File: src/rtl/simd_pkg.sv
// Shared types and constants for the SIMD run controller and its RAM port mux.
package simd_pkg;

    // Run sequencer states
    typedef enum logic [1:0] {
        IDLE  = 2'd0,
        RUN   = 2'd1,
        DRAIN = 2'd2,
        DONE  = 2'd3
    } run_state_t;

    // Vector RAM indices as used on the ram_* port arrays and by host_sel
    localparam int RAM_A    = 0;
    localparam int RAM_B    = 1;
    localparam int RAM_RES  = 2;
    localparam int NUM_RAMS = 3;

    // host_sel encoding that selects no RAM
    localparam logic [1:0] SEL_ILLEGAL = 2'd3;

endpackage

File: src/rtl/simd_run_ctrl_if.sv
// Host loader, pe_top and vector-RAM bus bundle around the run controller.
// The slave modport is the controller's view; master is the surrounding system.
interface simd_run_ctrl_if #(
    parameter int DATA_WIDTH  = 32,
    parameter int PE_ELEMENTS = 4,
    parameter int DRAM_DEPTH  = 256
);
    localparam int VW = PE_ELEMENTS * DATA_WIDTH;
    localparam int AW = $clog2(DRAM_DEPTH);

    // host loader side
    logic [1:0]           host_sel;
    logic [AW-1:0]        host_addr;
    logic                 host_we;
    logic                 host_re;
    logic [VW-1:0]        host_wdata;
    logic [VW-1:0]        host_rdata;
    logic                 host_rvalid;
    logic                 host_err;

    // pe_top side
    logic                 core_rstn;
    logic                 core_valid;
    logic                 core_stop;
    logic                 core_a_re;
    logic                 core_b_re;
    logic [AW-1:0]        core_a_addr;
    logic [AW-1:0]        core_b_addr;
    logic [VW-1:0]        core_a_rdata;
    logic [VW-1:0]        core_b_rdata;
    logic                 core_r_we;
    logic [AW-1:0]        core_r_addr;
    logic [VW-1:0]        core_r_wdata;

    // vector BRAM side (index 0=A 1=B 2=RESULT)
    logic [2:0]           ram_re;
    logic [2:0]           ram_we;
    logic [2:0][AW-1:0]   ram_addr;
    logic [2:0][VW-1:0]   ram_wdata;
    logic [2:0][VW-1:0]   ram_rdata;

    modport slave (
        input  host_sel, host_addr, host_we, host_re, host_wdata,
        output host_rdata, host_rvalid, host_err,
        output core_rstn, core_valid,
        input  core_stop, core_a_re, core_b_re, core_a_addr, core_b_addr,
        output core_a_rdata, core_b_rdata,
        input  core_r_we, core_r_addr, core_r_wdata,
        output ram_re, ram_we, ram_addr, ram_wdata,
        input  ram_rdata
    );

    modport master (
        output host_sel, host_addr, host_we, host_re, host_wdata,
        input  host_rdata, host_rvalid, host_err,
        input  core_rstn, core_valid,
        output core_stop, core_a_re, core_b_re, core_a_addr, core_b_addr,
        input  core_a_rdata, core_b_rdata,
        output core_r_we, core_r_addr, core_r_wdata,
        input  ram_re, ram_we, ram_addr, ram_wdata,
        output ram_rdata
    );

endinterface

File: src/rtl/simd_ram_port_mux.sv
// Combinational steering of the three vector RAM ports between host and core.
// While the core owns the RAMs, A/B are read-only and RESULT is write-only.
module simd_ram_port_mux
    import simd_pkg::*;
#(
    parameter int VW = 128,
    parameter int AW = 8
) (
    input  logic                core_own,
    input  logic                host_wr,
    input  logic                host_rd,
    input  logic [1:0]          host_sel,
    input  logic [AW-1:0]       host_addr,
    input  logic [VW-1:0]       host_wdata,
    input  logic                core_a_re,
    input  logic [AW-1:0]       core_a_addr,
    input  logic                core_b_re,
    input  logic [AW-1:0]       core_b_addr,
    input  logic                core_r_we,
    input  logic [AW-1:0]       core_r_addr,
    input  logic [VW-1:0]       core_r_wdata,
    output logic [2:0]          ram_re,
    output logic [2:0]          ram_we,
    output logic [2:0][AW-1:0]  ram_addr,
    output logic [2:0][VW-1:0]  ram_wdata
);

    // Route either the core's fixed port usage or the single host-selected RAM
    always_comb begin
        ram_re    = '0;
        ram_we    = '0;
        ram_addr  = '0;
        ram_wdata = '0;
        if (core_own) begin
            ram_re[RAM_A]     = core_a_re;
            ram_addr[RAM_A]   = core_a_addr;
            ram_re[RAM_B]     = core_b_re;
            ram_addr[RAM_B]   = core_b_addr;
            ram_we[RAM_RES]   = core_r_we;
            ram_addr[RAM_RES] = core_r_addr;
            ram_wdata[RAM_RES] = core_r_wdata;
        end else begin
            for (int i = 0; i < NUM_RAMS; i++) begin
                if (host_sel == 2'(i)) begin
                    ram_re[i]    = host_rd;
                    ram_we[i]    = host_wr;
                    ram_addr[i]  = host_addr;
                    ram_wdata[i] = host_wdata;
                end
            end
        end
    end

endmodule

File: src/rtl/simd_run_ctrl.sv
// Run sequencer and vector-RAM arbiter for pe_top: launches a run on start,
// waits for stop or timeout, drains final result writes, then hands the
// RAMs back to the host loader.
module simd_run_ctrl
    import simd_pkg::*;
#(
    parameter int DATA_WIDTH   = 32,
    parameter int PE_ELEMENTS  = 4,
    parameter int DRAM_DEPTH   = 256,
    parameter int DRAIN_CYCLES = 2,
    parameter int CNT_W        = 24
) (
    input  logic              clk,
    input  logic              rstn,
    input  logic              start,
    input  logic              abort,
    input  logic [CNT_W-1:0]  timeout_max,
    output logic              busy,
    output logic              done,
    output logic              timed_out,
    output logic [CNT_W-1:0]  cycle_count,
    simd_run_ctrl_if.slave    bus
);

    localparam int VW = PE_ELEMENTS * DATA_WIDTH;
    localparam int AW = $clog2(DRAM_DEPTH);
    localparam logic [3:0] DRAIN_LAST = 4'(DRAIN_CYCLES - 1);

    run_state_t  state;
    run_state_t  next_state;
    logic [3:0]  drain_cnt;
    logic        timed_out_q;
    logic        launch;
    logic        timeout_hit;
    logic        core_own;
    logic        host_own;
    logic        host_acc;
    logic        host_wr;
    logic        host_rd;
    logic        host_rej;
    logic        rvalid_q;
    logic [1:0]  rsel_q;
    logic        err_q;

    assign launch      = (state == IDLE || state == DONE) && start && !abort;
    assign timeout_hit = (timeout_max != '0) && (cycle_count == timeout_max - 1'b1);

    // State register
    always_ff @(posedge clk) begin
        if (!rstn) state <= IDLE;
        else       state <= next_state;
    end

    // Next-state logic; abort overrides everything else
    always_comb begin
        next_state = state;
        if (abort) begin
            next_state = IDLE;
        end else begin
            case (state)
                IDLE, DONE: if (start) next_state = RUN;
                RUN:        if (core_stop_or_timeout()) next_state = DRAIN;
                DRAIN:      if (drain_cnt == DRAIN_LAST) next_state = DONE;
                default:    next_state = IDLE;
            endcase
        end
    end

    function automatic logic core_stop_or_timeout();
        return bus.core_stop || timeout_hit;
    endfunction

    // State-decoded outputs and RAM ownership
    always_comb begin
        busy           = 1'b0;
        done           = 1'b0;
        bus.core_rstn  = 1'b0;
        bus.core_valid = 1'b0;
        core_own       = 1'b0;
        host_own       = 1'b0;
        case (state)
            RUN: begin
                busy = 1'b1; bus.core_rstn = 1'b1; bus.core_valid = 1'b1; core_own = 1'b1;
            end
            DRAIN: begin
                busy = 1'b1; bus.core_rstn = 1'b1; core_own = 1'b1;
            end
            DONE: begin
                done = 1'b1; host_own = 1'b1;
            end
            default: host_own = 1'b1;
        endcase
    end

    assign timed_out = timed_out_q && (state == DONE);

    // Run-length counter, drain timer and timeout flag
    always_ff @(posedge clk) begin
        if (!rstn) begin
            cycle_count <= '0;
            drain_cnt   <= '0;
            timed_out_q <= 1'b0;
        end else begin
            if (launch)             cycle_count <= '0;
            else if (state == RUN)  cycle_count <= cycle_count + 1'b1;

            if (state == DRAIN) drain_cnt <= drain_cnt + 1'b1;
            else                drain_cnt <= '0;

            if (launch)
                timed_out_q <= 1'b0;
            else if (state == RUN && timeout_hit && !abort)
                timed_out_q <= 1'b1;
        end
    end

    // Host access qualification: write beats read, illegal select or busy rejects
    assign host_acc = host_own && (bus.host_sel != SEL_ILLEGAL);
    assign host_wr  = bus.host_we && host_acc;
    assign host_rd  = bus.host_re && !bus.host_we && host_acc;
    assign host_rej = (bus.host_we || bus.host_re) && !host_acc;

    // Read-return tracking and error pulse, aligned with the 1-cycle BRAM latency
    always_ff @(posedge clk) begin
        if (!rstn) begin
            rvalid_q <= 1'b0;
            rsel_q   <= '0;
            err_q    <= 1'b0;
        end else begin
            rvalid_q <= host_rd;
            if (host_rd) rsel_q <= bus.host_sel;
            err_q    <= host_rej;
        end
    end

    // Return data from whichever RAM the read was issued to
    always_comb begin
        bus.host_rdata = '0;
        if (rvalid_q) begin
            case (rsel_q)
                2'd0:    bus.host_rdata = bus.ram_rdata[RAM_A];
                2'd1:    bus.host_rdata = bus.ram_rdata[RAM_B];
                2'd2:    bus.host_rdata = bus.ram_rdata[RAM_RES];
                default: bus.host_rdata = '0;
            endcase
        end
    end

    assign bus.host_rvalid  = rvalid_q;
    assign bus.host_err     = err_q;
    assign bus.core_a_rdata = bus.ram_rdata[RAM_A];
    assign bus.core_b_rdata = bus.ram_rdata[RAM_B];

    simd_ram_port_mux #(
        .VW (VW),
        .AW (AW)
    ) u_mux (
        .core_own     (core_own),
        .host_wr      (host_wr),
        .host_rd      (host_rd),
        .host_sel     (bus.host_sel),
        .host_addr    (bus.host_addr),
        .host_wdata   (bus.host_wdata),
        .core_a_re    (bus.core_a_re),
        .core_a_addr  (bus.core_a_addr),
        .core_b_re    (bus.core_b_re),
        .core_b_addr  (bus.core_b_addr),
        .core_r_we    (bus.core_r_we),
        .core_r_addr  (bus.core_r_addr),
        .core_r_wdata (bus.core_r_wdata),
        .ram_re       (bus.ram_re),
        .ram_we       (bus.ram_we),
        .ram_addr     (bus.ram_addr),
        .ram_wdata    (bus.ram_wdata)
    );

endmodule

File: src/flat_wrapper.sv
// flat-port wrapper written by rule: the top's interface ports become plain ports
module simd_run_ctrl_flat import simd_pkg::*;
#(
    parameter int DATA_WIDTH   = 32,
    parameter int PE_ELEMENTS  = 4,
    parameter int DRAM_DEPTH   = 256,
    parameter int DRAIN_CYCLES = 2,
    parameter int CNT_W        = 24
)
  (clk, rstn, start, abort, timeout_max, busy, done, timed_out, cycle_count, bus_host_sel, bus_host_addr, bus_host_we, bus_host_re, bus_host_wdata, bus_host_rdata, bus_host_rvalid, bus_host_err, bus_core_rstn, bus_core_valid, bus_core_stop, bus_core_a_re, bus_core_b_re, bus_core_a_addr, bus_core_b_addr, bus_core_a_rdata, bus_core_b_rdata, bus_core_r_we, bus_core_r_addr, bus_core_r_wdata, bus_ram_re, bus_ram_we, bus_ram_addr, bus_ram_wdata, bus_ram_rdata);
  simd_run_ctrl_if #(.DATA_WIDTH(DATA_WIDTH), .PE_ELEMENTS(PE_ELEMENTS), .DRAM_DEPTH(DRAM_DEPTH)) bus_i ();
  input  logic clk;
  input  logic rstn;
  input  logic start;
  input  logic abort;
  input  logic [CNT_W-1:0] timeout_max;
  output logic busy;
  output logic done;
  output logic timed_out;
  output logic [CNT_W-1:0] cycle_count;
  input wire logic [$bits(bus_i.host_sel)-1:0] bus_host_sel;
  input wire logic [$bits(bus_i.host_addr)-1:0] bus_host_addr;
  input wire logic [$bits(bus_i.host_we)-1:0] bus_host_we;
  input wire logic [$bits(bus_i.host_re)-1:0] bus_host_re;
  input wire logic [$bits(bus_i.host_wdata)-1:0] bus_host_wdata;
  output wire logic [$bits(bus_i.host_rdata)-1:0] bus_host_rdata;
  output wire logic [$bits(bus_i.host_rvalid)-1:0] bus_host_rvalid;
  output wire logic [$bits(bus_i.host_err)-1:0] bus_host_err;
  output wire logic [$bits(bus_i.core_rstn)-1:0] bus_core_rstn;
  output wire logic [$bits(bus_i.core_valid)-1:0] bus_core_valid;
  input wire logic [$bits(bus_i.core_stop)-1:0] bus_core_stop;
  input wire logic [$bits(bus_i.core_a_re)-1:0] bus_core_a_re;
  input wire logic [$bits(bus_i.core_b_re)-1:0] bus_core_b_re;
  input wire logic [$bits(bus_i.core_a_addr)-1:0] bus_core_a_addr;
  input wire logic [$bits(bus_i.core_b_addr)-1:0] bus_core_b_addr;
  output wire logic [$bits(bus_i.core_a_rdata)-1:0] bus_core_a_rdata;
  output wire logic [$bits(bus_i.core_b_rdata)-1:0] bus_core_b_rdata;
  input wire logic [$bits(bus_i.core_r_we)-1:0] bus_core_r_we;
  input wire logic [$bits(bus_i.core_r_addr)-1:0] bus_core_r_addr;
  input wire logic [$bits(bus_i.core_r_wdata)-1:0] bus_core_r_wdata;
  output wire logic [$bits(bus_i.ram_re)-1:0] bus_ram_re;
  output wire logic [$bits(bus_i.ram_we)-1:0] bus_ram_we;
  output wire logic [$bits(bus_i.ram_addr)-1:0] bus_ram_addr;
  output wire logic [$bits(bus_i.ram_wdata)-1:0] bus_ram_wdata;
  input wire logic [$bits(bus_i.ram_rdata)-1:0] bus_ram_rdata;
  assign bus_i.host_sel = bus_host_sel;
  assign bus_i.host_addr = bus_host_addr;
  assign bus_i.host_we = bus_host_we;
  assign bus_i.host_re = bus_host_re;
  assign bus_i.host_wdata = bus_host_wdata;
  assign bus_host_rdata = bus_i.host_rdata;
  assign bus_host_rvalid = bus_i.host_rvalid;
  assign bus_host_err = bus_i.host_err;
  assign bus_core_rstn = bus_i.core_rstn;
  assign bus_core_valid = bus_i.core_valid;
  assign bus_i.core_stop = bus_core_stop;
  assign bus_i.core_a_re = bus_core_a_re;
  assign bus_i.core_b_re = bus_core_b_re;
  assign bus_i.core_a_addr = bus_core_a_addr;
  assign bus_i.core_b_addr = bus_core_b_addr;
  assign bus_core_a_rdata = bus_i.core_a_rdata;
  assign bus_core_b_rdata = bus_i.core_b_rdata;
  assign bus_i.core_r_we = bus_core_r_we;
  assign bus_i.core_r_addr = bus_core_r_addr;
  assign bus_i.core_r_wdata = bus_core_r_wdata;
  assign bus_ram_re = bus_i.ram_re;
  assign bus_ram_we = bus_i.ram_we;
  assign bus_ram_addr = bus_i.ram_addr;
  assign bus_ram_wdata = bus_i.ram_wdata;
  assign bus_i.ram_rdata = bus_ram_rdata;
  simd_run_ctrl #(.DATA_WIDTH(DATA_WIDTH), .PE_ELEMENTS(PE_ELEMENTS), .DRAM_DEPTH(DRAM_DEPTH), .DRAIN_CYCLES(DRAIN_CYCLES), .CNT_W(CNT_W)) u_core (.clk(clk), .rstn(rstn), .start(start), .abort(abort), .timeout_max(timeout_max), .busy(busy), .done(done), .timed_out(timed_out), .cycle_count(cycle_count), .bus(bus_i));
endmodule
File: config.mk
export PLATFORM = sky130hd
export DESIGN_NAME = simd_run_ctrl_flat
export DESIGN_NICKNAME = d
export VERILOG_FILES = /design/src/rtl/simd_pkg.sv /design/src/rtl/simd_run_ctrl_if.sv /design/src/rtl/simd_ram_port_mux.sv /design/src/rtl/simd_run_ctrl.sv /design/src/flat_wrapper.sv
export SDC_FILE = /design/constraint.sdc
export NUM_CORES = 1
export LEC_CHECK = 0
export CAP_MARGIN = 20
export CORE_AREA = 8 8 584 586
export CTS_BUF_LIST = sky130_fd_sc_hd__clkbuf_8
export CTS_CLUSTER_SIZE = 14
export DETAILED_ROUTE_END_ITERATION = 7
export DIE_AREA = 0 0 592 594
export HOLD_SLACK_MARGIN = 0.06
export PLACE_DENSITY = 0.32
export RECOVER_POWER = 50
export SYNTH_ARGS = -nofsm -noshare
export SYNTH_HDL_FRONTEND = slang
export SYNTH_HIERARCHICAL = 1
export SYNTH_SLANG_ARGS = --single-unit
File: constraint.sdc
create_clock -name clk -period 8.75 [get_ports clk]
set_input_delay 1.3125 -clock clk [delete_from_list [all_inputs] [get_ports clk]]
set_output_delay 1.3125 -clock clk [all_outputs]
set_load 0.005 [all_outputs]
==> flow_summary.json, run 1 <==
{
  "row_count": 212,
  "synth_most_common_cell": "sky130_fd_sc_hd__and2_1",
  "grt_first_pass_wirelength_um": 321000,
  "final-seq-area_um2": 708,
  "final-max-slew-violation-count": 58,
  "global_route.usage.total_pct": 14.7,
  "total_leakage_power_nw": 9.52,
  "run_status": "finished with violations",
  "arrival_ps": 5160,
  "holdCritPathClass": "register to register",
  "worstSetupEndpointType": "primary output",
  "vdd.ir_drop.worst_mv": 0.0503,
  "rr_worst_depth": 8,
  "synth_seq_area_share_pct": 5.80,
  "vias_in_the_first_global_route": 20500,
  "synth_top_area_share_pct": 20.1,
  "post_dp_cell_area_um2": 30600,
  "synth_top_family_by_area": "simple AND/OR/NAND/NOR gates",
  "dp_hpwl_um": 253000,
  "gpl.final_weighted_congestion": 0.957,
  "finish.instance_area_um2": 30800,
  "timing.final.setup_violations": 0,
  "synth_area_leader_cell": "sky130_fd_sc_hd__and2_1",
  "post_synth_fa_ha_maj_area_fraction_pct": 0.931,
  "vert_die_dim_um": 594,
  "worst-slew-pin-transition_ps": 2710,
  "r2r_setup_slack_ps": 5610,
  "failed_checks": "capacitance limit, slew limit",
  "drive_gt1_share_pct": 1.49,
  "placement.io_buffers": 1536,
  "critical_hold_path_startpoint": "u_core/timed_out_q$_SDFFE_PP0P_",
  "ant_nets": 0,
  "worstReg2RegStart": "u_core/state[0]$_SDFFE_PP0P_",
  "cts_root_buffer": "sky130_fd_sc_hd__clkbuf_8",
  "wire_length_per_cell_um": 36.3,
  "fin_util_pct": 9.29,
  "first_iter_violations": 1222,
  "post-cts-setup-buffer-count": 0,
  "crit_required_ps": 7440,
  "syn-mean-instance-area_um2": 6.30,
  "total_via_count_after_detailed_routing": 19900,
  "htree_levels": 2,
  "clkTransAtPathRegs_ps": 110,
  "via_per_inst": 2.65,
  "ys_seq_elements": 35,
  "cells_after_synth": 1918,
  "design.portCount": 1537,
  "layout.filler_cells": 38800,
  "synth_edf_count": 0,
  "clkLatencyLatePin_ps": 380,
  "synth.area.top_cells": "sky130_fd_sc_hd__and2_1 (20%), sky130_fd_sc_hd__buf_4 (16%), sky130_fd_sc_hd__o21ai_0 (11%)",
  "antenna_found_initial": 279,
  "kind_of_start_point_of_the_critical_path": "input pin",
  "area_occupied_by_multi_input_gates_um2": 8750,
  "design.final.nets": 3799,
  "grt_max_degree": 162,
  "max_slew_margin_pct": -80.6,
  "min_period_ps": 6470,
  "cts-resized-gates": 0,
  "worst_hold_path.num_cells": 2,
  "whs_ps": 479,
  "final_hold_viol_count": 0,
  "syn_area_um2": 12100,
  "grt_setup_unrepaired": "no",
  "fraction_of_the_mapped_netlist_area_in_compound_gates_pct": 13.5,
  "worst_r2r_endpoint": "u_core/rsel_q[1]$_SDFFE_PN0P_",
  "cts.sink_count": 35,
  "routed_wl_um": 273000,
  "setup_total_negative_slack_ps": 0,
  "netlist_top_cells_count": "sky130_fd_sc_hd__and2_1 (389), sky130_fd_sc_hd__nand2_1 (300), sky130_fd_sc_hd__o21ai_0 (271)",
  "initial_core_util_pct": 3.64,
  "cts_made_buffers": 5,
  "power_density_nw_per_um2": 61.3,
  "drv_cap": 1,
  "final.setup_skew_ps": 44.4,
  "max_clock_freq_mhz": 155,
  "core-area_um2": 332000,
  "post_synth_and_or_nand_nor_area_fraction_pct": 42.9,
  "mappedNetlistNets": 2635,
  "detail_route.drc_violations": 0,
  "synthMuxAreaShare_pct": 11.1,
  "power_mw": 1.89,
  "netlist-cell-type-count": 49,
  "hold_bufs_at_cts": 0,
  "synthToLayoutAreaGrowth_pct": 155,
  "path_class": "input pin to primary output",
  "grt_remaining_overflow": 0,
  "horiz_die_dim_um": 592,
  "synth.yosys.warnings": 6,
  "synth_ff_type": "sky130_fd_sc_hd__dfxtp_1",
  "timing.hold.worst_endpoint": "u_core/timed_out_q$_SDFFE_PP0P_",
  "cts-root-to-sink-buffers": 2,
  "tritoncts_clock_tree": "yes",
  "xor_and_xnor_fraction_of_the_mapped_netlist_area_pct": 3.84,
  "worst-path-max-fanout": 7,
  "ratio_of_final_minimum_period_to_clock_period_pct": 73.9,
  "detail_route.first_pass.iterations": 5,
  "design.die.area_um2": 352000,
  "ys_async_sr_fraction_pct": 0
}
[cells in the final DEF (no fill, tap or decap), types with 18 or more instances in the layout]
cell type and n:
sky130_fd_sc_hd__and2_0 67, sky130_fd_sc_hd__and2_1 322, sky130_fd_sc_hd__clkdlybuf4s50_1 1207, sky130_fd_sc_hd__dfxtp_1 33
sky130_fd_sc_hd__diode_2 52, sky130_fd_sc_hd__dlygate4sd3_1 329, sky130_fd_sc_hd__mux2i_1 134, sky130_fd_sc_hd__nand2_1 300
sky130_fd_sc_hd__nand2b_1 140, sky130_fd_sc_hd__nor2_1 39, sky130_fd_sc_hd__o21ai_0 272, sky130_fd_sc_hd__o21ai_1 18
sky130_fd_sc_hd__xnor2_1 23, sky130_fd_sc_hd__xor2_1 30
[worst max-delay path by stage]
stage	slack (ps)	from	endpoint
after floorplan	5100	timeout_max[3]	u_core/state[0]$_SDFFE_PP0P_
after global placement	1290	bus_host_sel[1]	bus_ram_re[1]
after detailed placement	1930	bus_host_sel[1]	bus_ram_re[1]
after CTS	1910	bus_host_sel[1]	bus_ram_re[1]
after global routing	1930	u_core/state[0]$_SDFFE_PP0P_	bus_ram_re[1]
final	2280	bus_host_sel[1]	bus_ram_re[1]
[final cells by class]
cell class / count / area share [%]
clock buffers: 5 / 0.223
inverters: 11 / 0.158
diodes: 52 / 0.422
clock inverters: 3 / 0.0731
well taps: 4387 / 17.8
multi-input cells: 1469 / 28.4
repair buffers: 1560 / 50.6
flip-flops and latches: 35 / 2.30
[sequential cells by signal, indices dropped and copies added (netlist names)]
register and cells:
u_core/bus.host_err 1, u_core/bus.host_rvalid 1, u_core/cycle_count 24, u_core/drain_cnt 4, u_core/rsel_q 2, u_core/state 2, u_core/timed_out_q 1
[worst max-delay path: stages]
cell and delay (ps):
sky130_fd_sc_hd__clkdlybuf4s50_1 710, sky130_fd_sc_hd__a21oi_1 690, sky130_fd_sc_hd__and3b_1 500, sky130_fd_sc_hd__nand2b_1 460, sky130_fd_sc_hd__o21ai_0 490, sky130_fd_sc_hd__buf_4 240
sky130_fd_sc_hd__clkdlybuf4s50_1 720
[report_power, final]
| part | internal [mW] | switching (mW) |
|---|---|---|
| Clock | 0.0585 | 0.129 |
| Combinational | 0.725 | 0.805 |
| Sequential | 0.161 | 0.0102 |
| Total | 0.945 | 0.943 |
[through the flow]
stage | setup WS, ps | cells
2_1_floorplan | 5100 | 1918
3_3_place_gp | 1290 | 7457
3_5_place_dp | 1930 | 7462
4_1_cts | 1910 | 7470
5_1_grt | 1930 | 7500
6_report | 2280 | 7522
[routing by layer]
metal / share of wire (%) / GRT usage (%) / wire length, um / up-vias
li1: - / - / - / 8381
met1: 36 / 15.5 / 97100 / 9401
met2: 52 / 28.3 / 143000 / 1547
met3: 9.0 / 4.83 / 24500 / 476
met4: 2.8 / 2.79 / 7640 / 108
met5: 0.26 / 0 / 716 / -
[logic make-up after synthesis]
family,count (synthesis)
AO/OA/AOI/OAI,315
XOR/XNOR,53
adder cells (fa/ha/maj),9
buffers and inverters,414
flip-flops,35
multiplexers,134
AND/OR/NAND/NOR,958
Note: power is estimated with default switching activity, not from simulation.
==> inputs of run 2 (changes only) <==
CORE_AREA = 8 8 588 590   (was 8 8 584 586)
DIE_AREA = 0 0 596 598   (was 0 0 592 594)
clock period = 6.5 ns   (was 8.75 ns; I/O delays follow)
==> run 2 against run 1 <==
The flow still finishes with violations (capacitance limit, slew limit); clock-buffer cell count grew 1; die area rose by 1.4%; cell count is 0.78% higher; worst hold slack improved by 2.1 ps; largest cell class unchanged; combinational power rose by 35%.
==> flow_summary.json, run 2 (synthesized netlist as in run 1, its figures left out) <==
{
  "synthToLayoutAreaGrowth_pct": 156,
  "gpl.final_weighted_congestion": 0.915,
  "worstPathCellList": "dlygate4sd3_1 -> nor3_4 -> clkbuf_1 -> buf_4 -> buf_4 -> and2_1 -> clkdlybuf4s50_1",
  "dp_hpwl_um": 267000,
  "vdd.ir_drop.worst_mv": 0.0845,
  "layout.filler_cells": 39200,
  "holdCritPathClass": "register to register",
  "timing.critical_path.buf_inv": 5,
  "failed_checks": "capacitance limit, slew limit",
  "cts.sink_count": 35,
  "hold_bufs_at_cts": 0,
  "layout_commonest_cell": "sky130_fd_sc_hd__clkdlybuf4s50_1",
  "via_per_inst": 2.67,
  "clkLatencyLatePin_ps": 340,
  "vert_die_dim_um": 598,
  "post-cts-setup-buffer-count": 0,
  "critical_hold_path_startpoint": "u_core/drain_cnt[0]$_SDFF_PN0_",
  "cts-root-to-sink-buffers": 2,
  "timing.hold.worst_endpoint": "u_core/drain_cnt[0]$_SDFF_PN0_",
  "worstSetupEndpointType": "primary output",
  "kind_of_start_point_of_the_critical_path": "input pin",
  "wire_length_per_cell_um": 37.8,
  "worst_r2r_endpoint": "u_core/cycle_count[19]$_SDFFE_PP0P_",
  "worstReg2RegStart": "u_core/state[0]$_SDFFE_PP0P_",
  "run_status": "finished with violations",
  "worst-path-max-fanout": 42,
  "grt_max_degree": 130,
  "placement.io_buffers": 1536,
  "cts-resized-gates": 0,
  "core-area_um2": 336000,
  "design.final.nets": 3811,
  "place_ws_ps": 1270,
  "power_mw": 2.49,
  "whs_ps": 481,
  "cpPeakStageDelay_ps": 950,
  "largest_registers_in_the_final_layout": "u_core/cycle_count (24), u_core/drain_cnt (4)",
  "regMostFlops": "u_core/cycle_count",
  "post_dp_cell_area_um2": 30800,
  "global_route.usage.total_pct": 15.2,
  "max_clock_freq_mhz": 179,
  "horiz_die_dim_um": 596,
  "cp_slowest_cell": "sky130_fd_sc_hd__clkbuf_1",
  "fin_util_pct": 9.23,
  "worst_hold_path.num_cells": 1,
  "grt_setup_unrepaired": "no",
  "detail_route.drc_violations": 0,
  "vias_in_the_first_global_route": 20200,
  "total_leakage_power_nw": 9.62,
  "min_period_ps": 5600,
  "initial_core_util_pct": 3.60,
  "post-route-worst-setup-slack_ps": 905,
  "design.die.area_um2": 356000,
  "finish.instance_area_um2": 31000,
  "power_density_nw_per_um2": 80.4,
  "number_of_flip_flops_in_the_largest_register": 24,
  "design.portCount": 1537,
  "first_iter_violations": 1249,
  "path_class": "input pin to primary output",
  "drive_gt1_share_pct": 1.78,
  "rr_worst_depth": 6,
  "highest_count_cells_in_the_layout_ignoring_fill_and_taps": "sky130_fd_sc_hd__clkdlybuf4s50_1 (1196), sky130_fd_sc_hd__and2_1 (340), sky130_fd_sc_hd__dlygate4sd3_1 (339)",
  "max_slew_margin_pct": -31.3,
  "final_hold_viol_count": 0,
  "ratio_of_final_minimum_period_to_clock_period_pct": 86.1,
  "clkTransAtPathRegs_ps": 80,
  "detail_route.first_pass.iterations": 5,
  "setup_total_negative_slack_ps": 0,
  "htree_levels": 2,
  "timing.final.setup_violations": 0,
  "ant_nets": 0,
  "final.setup_skew_ps": 36.3,
  "cts_root_buffer": "sky130_fd_sc_hd__clkbuf_8",
  "total_via_count_after_detailed_routing": 20200,
  "crit_required_ps": 5520,
  "tritoncts_clock_tree": "yes",
  "arrival_ps": 4620,
  "critical-path-top-cell-by-count": "sky130_fd_sc_hd__buf_4",
  "drv_cap": 1,
  "grt_first_pass_wirelength_um": 333000,
  "cts_made_buffers": 5,
  "antenna_found_initial": 347,
  "row_count": 213,
  "worst-slew-pin-transition_ps": 1970,
  "dp.cells": 7494,
  "routed_wl_um": 287000,
  "r2r_setup_slack_ps": 3580,
  "final-max-slew-violation-count": 36,
  "timing.critical_path.max_delay_family": "buffers and inverters",
  "grt_remaining_overflow": 0,
  "fin_cells": 7581
}
-- run 2: where the power goes --
group,internal (mW),switching [mW]
Sequential,0.216,0.0173
Combinational,0.982,1.08
Clock,0.0839,0.111
Total,1.28,1.21
-- run 2: how the worst max path moves through the flow --
stage	cells past startpoint	endpoint	slack, ps	startpoint
CTS	7	bus_ram_re[0]	1250	bus_host_sel[1]
floorplan	10	u_core/state[0]$_SDFFE_PP0P_	3190	timeout_max[3]
global placement	4	bus_ram_addr[20]	1270	bus_host_sel[1]
detailed placement	7	bus_ram_re[0]	1270	bus_host_sel[1]
global route	7	bus_ram_wdata[93]	760	bus_host_sel[1]
finish	7	bus_ram_wdata[95]	900	bus_host_sel[1]
-- run 2: layout make-up --
type                    count  area, um2  area share (%)
diodes                     80        200           0.646
clock buffers               6       82.6           0.266
clock inverters             1       5.00          0.0161
inverters                  11       48.8           0.157
multi-input cells        1469       8740            28.2
flip-flops and latches     35        708            2.28
well taps                4407       5510            17.8
repair buffers           1572      15700            50.7
-- run 2: layer usage --
metal / part of all wire [%] / track usage, % / wire length [um]
met1: 36 / 16.1 / 102000
met5: 0.35 / 0 / 1010
met3: 11 / 6.77 / 32400
met2: 51 / 28.5 / 146000
met4: 1.8 / 1.46 / 5170
